File: config.mk
export PLATFORM = sky130hd
export DESIGN_NAME = hamming_secded_decoder_pipe_flat
export DESIGN_NICKNAME = d
export VERILOG_FILES = /design/src/rtl/hamming_secded_decoder_pipe_if.sv /design/src/rtl/hamming_secded_decoder_pipe.sv /design/src/flat_wrapper.sv
export SDC_FILE = /design/constraint.sdc
export NUM_CORES = 1
export LEC_CHECK = 0
export ABC_CLOCK_PERIOD_IN_PS = 4300
export CORE_MARGIN = 2
export CORE_UTILIZATION = 48
export CTS_BUF_LIST = sky130_fd_sc_hd__clkbuf_16
export DETAILED_ROUTE_END_ITERATION = 6
export PLACE_DENSITY = 0.86
export SETUP_SLACK_MARGIN = 0.02
export SKIP_CTS_REPAIR_TIMING = 1
export SLEW_MARGIN = 10
export SYNTH_ARGS = -nofsm -noshare
export SYNTH_HDL_FRONTEND = slang
export SYNTH_SLANG_ARGS = --single-unit
File: constraint.sdc
create_clock -name clk_i -period 4.3 [get_ports clk_i]
set_clock_uncertainty 0.2 [all_clocks]
set_input_delay 0.86 -clock clk_i [delete_from_list [all_inputs] [get_ports clk_i]]
set_output_delay 0.86 -clock clk_i [all_outputs]
set_load 0.05 [all_outputs]
File: src/rtl/hamming_secded_decoder_pipe_if.sv
// hamming_secded_decoder_pipe_if: valid/ready codeword stream in, corrected data with SEC/DED flags out
interface hamming_secded_decoder_pipe_if #(parameter int K = 32);
  function automatic int calc_r(int k);
    int r = 1;
    while ((1 << r) < k + r + 1) r++;
    return r;
  endfunction
  localparam int R = calc_r(K);
  localparam int N = K + R + 1;
  logic [N-1:0] code_i;
  logic code_valid_i, code_ready_o;
  logic [K-1:0] data_o;
  logic data_valid_o, data_ready_i, sec_o, ded_o;
  modport slave(input code_i, code_valid_i, data_ready_i, output code_ready_o, data_o, data_valid_o, sec_o, ded_o);
  modport master(output code_i, code_valid_i, data_ready_i, input code_ready_o, data_o, data_valid_o, sec_o, ded_o);
endinterface

File: src/rtl/hamming_secded_decoder_pipe.sv
// hamming_secded_decoder_pipe: two-stage extended-Hamming SEC-DED decoder; HAMMING_SECDED_STATS_EN adds error counters
module hamming_secded_decoder_pipe #(
  parameter int K = 32,
  parameter int CNT_W = 16
) (
  input  logic clk_i,
  input  logic rst_i,
  hamming_secded_decoder_pipe_if.slave bus,
  input  logic cnt_clear_i,
  output logic [CNT_W-1:0] sec_cnt_o,
  output logic [CNT_W-1:0] ded_cnt_o
);
  function automatic int calc_r(int k);
    int r = 1;
    while ((1 << r) < k + r + 1) r++;
    return r;
  endfunction
  // Hamming position of data bit d: the d-th non-power-of-2 position from 3 upwards
  function automatic int data_pos(int d);
    int p = 2;
    int n = -1;
    while (n < d) begin
      p++;
      if ((p & (p - 1)) != 0) n++;
    end
    return p;
  endfunction
  localparam int R = calc_r(K);
  localparam int N = K + R + 1;
  localparam logic [R-1:0] last_pos = R'(N - 1);
  logic stall;
  logic [R-1:0] syn, s1;
  logic par, p1, v1;
  logic [N-1:0] c1, fixed;
  logic [K-1:0] data_x;
  logic flip, bad;
  assign stall = bus.data_valid_o & ~bus.data_ready_i;
  assign bus.code_ready_o = ~stall;
  assign par = ^bus.code_i;
  always_comb begin
    syn = '0;
    for (int i = 1; i < N; i++)
      for (int j = 0; j < R; j++)
        if (((i >> j) & 1) != 0) syn[j] = syn[j] ^ bus.code_i[i];
  end
  // Syndrome beyond the last position with odd parity cannot be a single error
  assign flip = p1 & (s1 <= last_pos);
  assign bad = p1 ? ~flip : (s1 != '0);
  assign fixed = c1 ^ (flip ? (N'(1) << s1) : '0);
  for (genvar g = 0; g < K; g++) begin : g_extract
    assign data_x[g] = fixed[data_pos(g)];
  end
  always_ff @(posedge clk_i) begin
    if (rst_i) begin
      v1 <= 1'b0;
      bus.data_valid_o <= 1'b0;
      bus.data_o <= '0;
      bus.sec_o <= 1'b0;
      bus.ded_o <= 1'b0;
    end else if (!stall) begin
      v1 <= bus.code_valid_i;
      bus.data_valid_o <= v1;
      bus.data_o <= data_x;
      bus.sec_o <= flip;
      bus.ded_o <= bad;
    end
  end
  always_ff @(posedge clk_i) begin
    if (!stall) begin
      c1 <= bus.code_i;
      s1 <= syn;
      p1 <= par;
    end
  end
`ifdef HAMMING_SECDED_STATS_EN
  logic xfer;
  assign xfer = bus.data_valid_o & bus.data_ready_i;
  always_ff @(posedge clk_i) begin
    if (rst_i || cnt_clear_i) begin
      sec_cnt_o <= '0;
      ded_cnt_o <= '0;
    end else begin
      if (xfer && bus.sec_o && !(&sec_cnt_o)) sec_cnt_o <= sec_cnt_o + CNT_W'(1);
      if (xfer && bus.ded_o && !(&ded_cnt_o)) ded_cnt_o <= ded_cnt_o + CNT_W'(1);
    end
  end
`else
  logic unused_clear;
  assign unused_clear = cnt_clear_i;
  assign sec_cnt_o = '0;
  assign ded_cnt_o = '0;
`endif
endmodule

File: src/flat_wrapper.sv
// flat-port wrapper written by rule: the top's interface ports become plain ports
module hamming_secded_decoder_pipe_flat 
#(
  parameter int K = 32,
  parameter int CNT_W = 16
)
  (clk_i, rst_i, cnt_clear_i, sec_cnt_o, ded_cnt_o, bus_code_i, bus_code_valid_i, bus_data_ready_i, bus_code_ready_o, bus_data_o, bus_data_valid_o, bus_sec_o, bus_ded_o);
  hamming_secded_decoder_pipe_if #(.K(K)) bus_i ();
  input  logic clk_i;
  input  logic rst_i;
  input  logic cnt_clear_i;
  output logic [CNT_W-1:0] sec_cnt_o;
  output logic [CNT_W-1:0] ded_cnt_o;
  input wire logic [$bits(bus_i.code_i)-1:0] bus_code_i;
  input wire logic [$bits(bus_i.code_valid_i)-1:0] bus_code_valid_i;
  input wire logic [$bits(bus_i.data_ready_i)-1:0] bus_data_ready_i;
  output wire logic [$bits(bus_i.code_ready_o)-1:0] bus_code_ready_o;
  output wire logic [$bits(bus_i.data_o)-1:0] bus_data_o;
  output wire logic [$bits(bus_i.data_valid_o)-1:0] bus_data_valid_o;
  output wire logic [$bits(bus_i.sec_o)-1:0] bus_sec_o;
  output wire logic [$bits(bus_i.ded_o)-1:0] bus_ded_o;
  assign bus_i.code_i = bus_code_i;
  assign bus_i.code_valid_i = bus_code_valid_i;
  assign bus_i.data_ready_i = bus_data_ready_i;
  assign bus_code_ready_o = bus_i.code_ready_o;
  assign bus_data_o = bus_i.data_o;
  assign bus_data_valid_o = bus_i.data_valid_o;
  assign bus_sec_o = bus_i.sec_o;
  assign bus_ded_o = bus_i.ded_o;
  hamming_secded_decoder_pipe #(.K(K), .CNT_W(CNT_W)) u_core (.clk_i(clk_i), .rst_i(rst_i), .bus(bus_i), .cnt_clear_i(cnt_clear_i), .sec_cnt_o(sec_cnt_o), .ded_cnt_o(ded_cnt_o));
endmodule
==> metrics.txt <==
CP startpoint kind=input pin; vias in the first global route=around 2,600; setup TNS=0 ns; PortBufs=78; mapped cell area=3882 um2; Final setup violation count=0; synth warn=0; WL/cell=14.55 um; outcome=finished, final reports clean; final worst-path cycle share=0.7468; Vias/cell=approximately 4.9; first-pass GRT wire length=12,460 um; Setup CP Type=input pin to output port; Total GRT Usage=0.1898; final instance area=4923 um2; maxcap violations=0; Non-Filler Instances=~540; grt ovf=0; die width=~94 um; Setup WS pre-CTS=1.074 ns; initial antenna violation count=0; CTS H-tree depth=3; Clock Sinks=75; unrepaired setup endpoints after global routing=false; commonest non-fill, non-tap cell in the layout=clkdlybuf4s50_1; final hold violations=0; post-DP HPWL=5937 um; CP endpoint kind=output port; Die Area=8824 um2; Netlist cell types=36; Initial Util=0.4998; # fillers=620; Leak=1.812 nW; # rows=32; power per cell area=506.8 nW/um2; largest net degree at the start of global routing=106; GPL Wtd Cong=0.8731; min Tclk post-route=3.211 ns; sequential area share after synthesis=0.4873; placed cell count=roughly 530; number of diodes=0; final setup margin=1.089 ns; final WL=7872 um; CTS tree=done; Post-DRT Antenna Nets=0; I/O pin cnt=about 110; max frequency=between 0.3 and 0.4 GHz; critical path data arrival time=2.15 ns; Worst Tran Pin Value=1.054 ns; VDD IR max=220.4 uV; crit path max fanout=6; area grow syn2layout=26.81%; CTS buffer count=9; R2R setup slack=between 2 and 2.5 ns; Iter 0 DRT Violations=between 150 and 200; Post-Synthesis Cells=360; worst hold-check path type=flop to flop; Crit path required time=3.24 ns; deepest clock path buffer count=2; Final Max Slew Viols=0; Final Net Count=478; Vias=2,626; Mean Syn Cell Area=10.78 um2; core footprint=7767 um2; clock tree root driver cell=clkbuf_16; clk_lat worst skew=0.33 ns; register clock-pin slew on the reported worst setup and hold paths=0.05 ns; most frequent cells in the layout=77 x clkdlybuf4s50_1, 52 x xnor2_1, 39 x edfxtp_1, 38 x nor2_1, 36 x dfxtp_1; die height=~94 um; layout cells sized above 1=0.06150; DRC Markers=0; dpl cell area=4618 um2; drt pass-1 iters=4; Yosys reg bits=75; Rel. slew slack=0.2976
[flip-flops by register name, indices dropped and copies added (netlist names)]
| signal | flops |
|---|---|
| u_core.bus.data_o | 32 |
| u_core.bus.sec_o | 1 |
| u_core.v1 | 1 |
| u_core.s1 | 6 |
| u_core.c1 | 32 |
| u_core.bus.ded_o | 1 |
| u_core.p1 | 1 |
| u_core.bus.data_valid_o | 1 |
[metal layers]
layer	wire, um	global-route usage	vias to the layer above
met4	99	0.06159	0
met2	3918	0.3202	99
met1	3351	0.2325	1200
met3	502	0.05698	8
met5	0	0	-
li1	-	-	1319
[final cells by class]
class	count	area, um2	area share
inverters	2	8.758	0.001779
multi-input cells	266	1797	0.3649
well taps	102	127.6	0.02592
flip-flops and latches	75	1892	0.3842
clock inverters	6	55.05	0.01118
clock buffers	10	250.2	0.05083
repair buffers	80	793.3	0.1611
[critical path: stages]
cell	delay (ns)
clkdlybuf4s50_1	0.40
nor2b_1	0.47
clkinv_2	0.18
buf_4	0.23
[cells by family after synthesis]
family | synth area share
simple gates | 0.1180
xor+xnor | 0.2285
flops | 0.4873
buf+inv | 0.07992
compound gates | 0.08540
other cells | 0.0009659
[synthesized netlist by cell type]
master	n	area share
xnor2_1	52	0.12
edfxtp_1	39	0.30
nor2_1	38	0.037
dfxtp_1	36	0.19
xor2_1	33	0.074
buf_4	32	0.062
nand2_1	27	0.026
a211oi_1	24	0.046
clkbuf_1	13	0.013
a311oi_1	9	0.020
o21ai_0	8	0.010
or3_1	8	0.013
nor2b_1	5	0.0081
a21oi_1	3	0.0039
nor3_1	3	0.0039
xnor2_2	3	0.013
xor2_2	3	0.013
buf_2	2	0.0026
inv_1	2	0.0019
nand2b_1	2	0.0032
nor4_1	2	0.0032
xnor3_1	2	0.012
a21boi_1	1	0.0019
a311o_1	1	0.0026
and2_0	1	0.0016
and3b_1	1	0.0023
buf_1	1	0.00097
conb_1	1	0.00097
nand2b_4	1	0.0035
nand3_1	1	0.0013
nand4b_1	1	0.0023
nor3_2	1	0.0026
nor3b_1	1	0.0019
nor3b_2	1	0.0032
or3_4	1	0.0029
or3b_1	1	0.0023
[power breakdown]
part | switching [W] | total, W | internal, W | leakage (nW)
logic | 0.000465 | 0.000784 | 0.000319 | 0.946
registers | 0.0000952 | 0.000966 | 0.000870 | 0.708
clock network | 0.000268 | 0.000745 | 0.000477 | 0.158
total | 0.000828 | 0.00250 | 0.00167 | 1.81
[through the flow]
| step | utilization | hold slack, ns | power, W |
|---|---|---|---|
| floorplan | - | 0.2322 | 0.001570 |
| global placement | 0.5946 | 0.2396 | 0.001742 |
| detailed placement | 0.5946 | 0.2522 | 0.001759 |
| CTS | 0.6339 | 0.2603 | 0.002508 |
| global route | 0.6339 | 0.3012 | 0.002613 |
| finish | 0.6339 | 0.2617 | 0.002495 |
[worst paths after layout]
path | from | to | depth (start not counted)
hold reg to reg | u_core.v1 | u_core.v1 | 2
setup / recovery | bus_data_ready_i | bus_code_ready_o | 4
hold / removal | u_core.v1 | u_core.v1 | 2
setup reg to reg | u_core.s1[4] | u_core.bus.data_o[6] | 4
No activity file was read; power rests on OpenSTA's default activity.
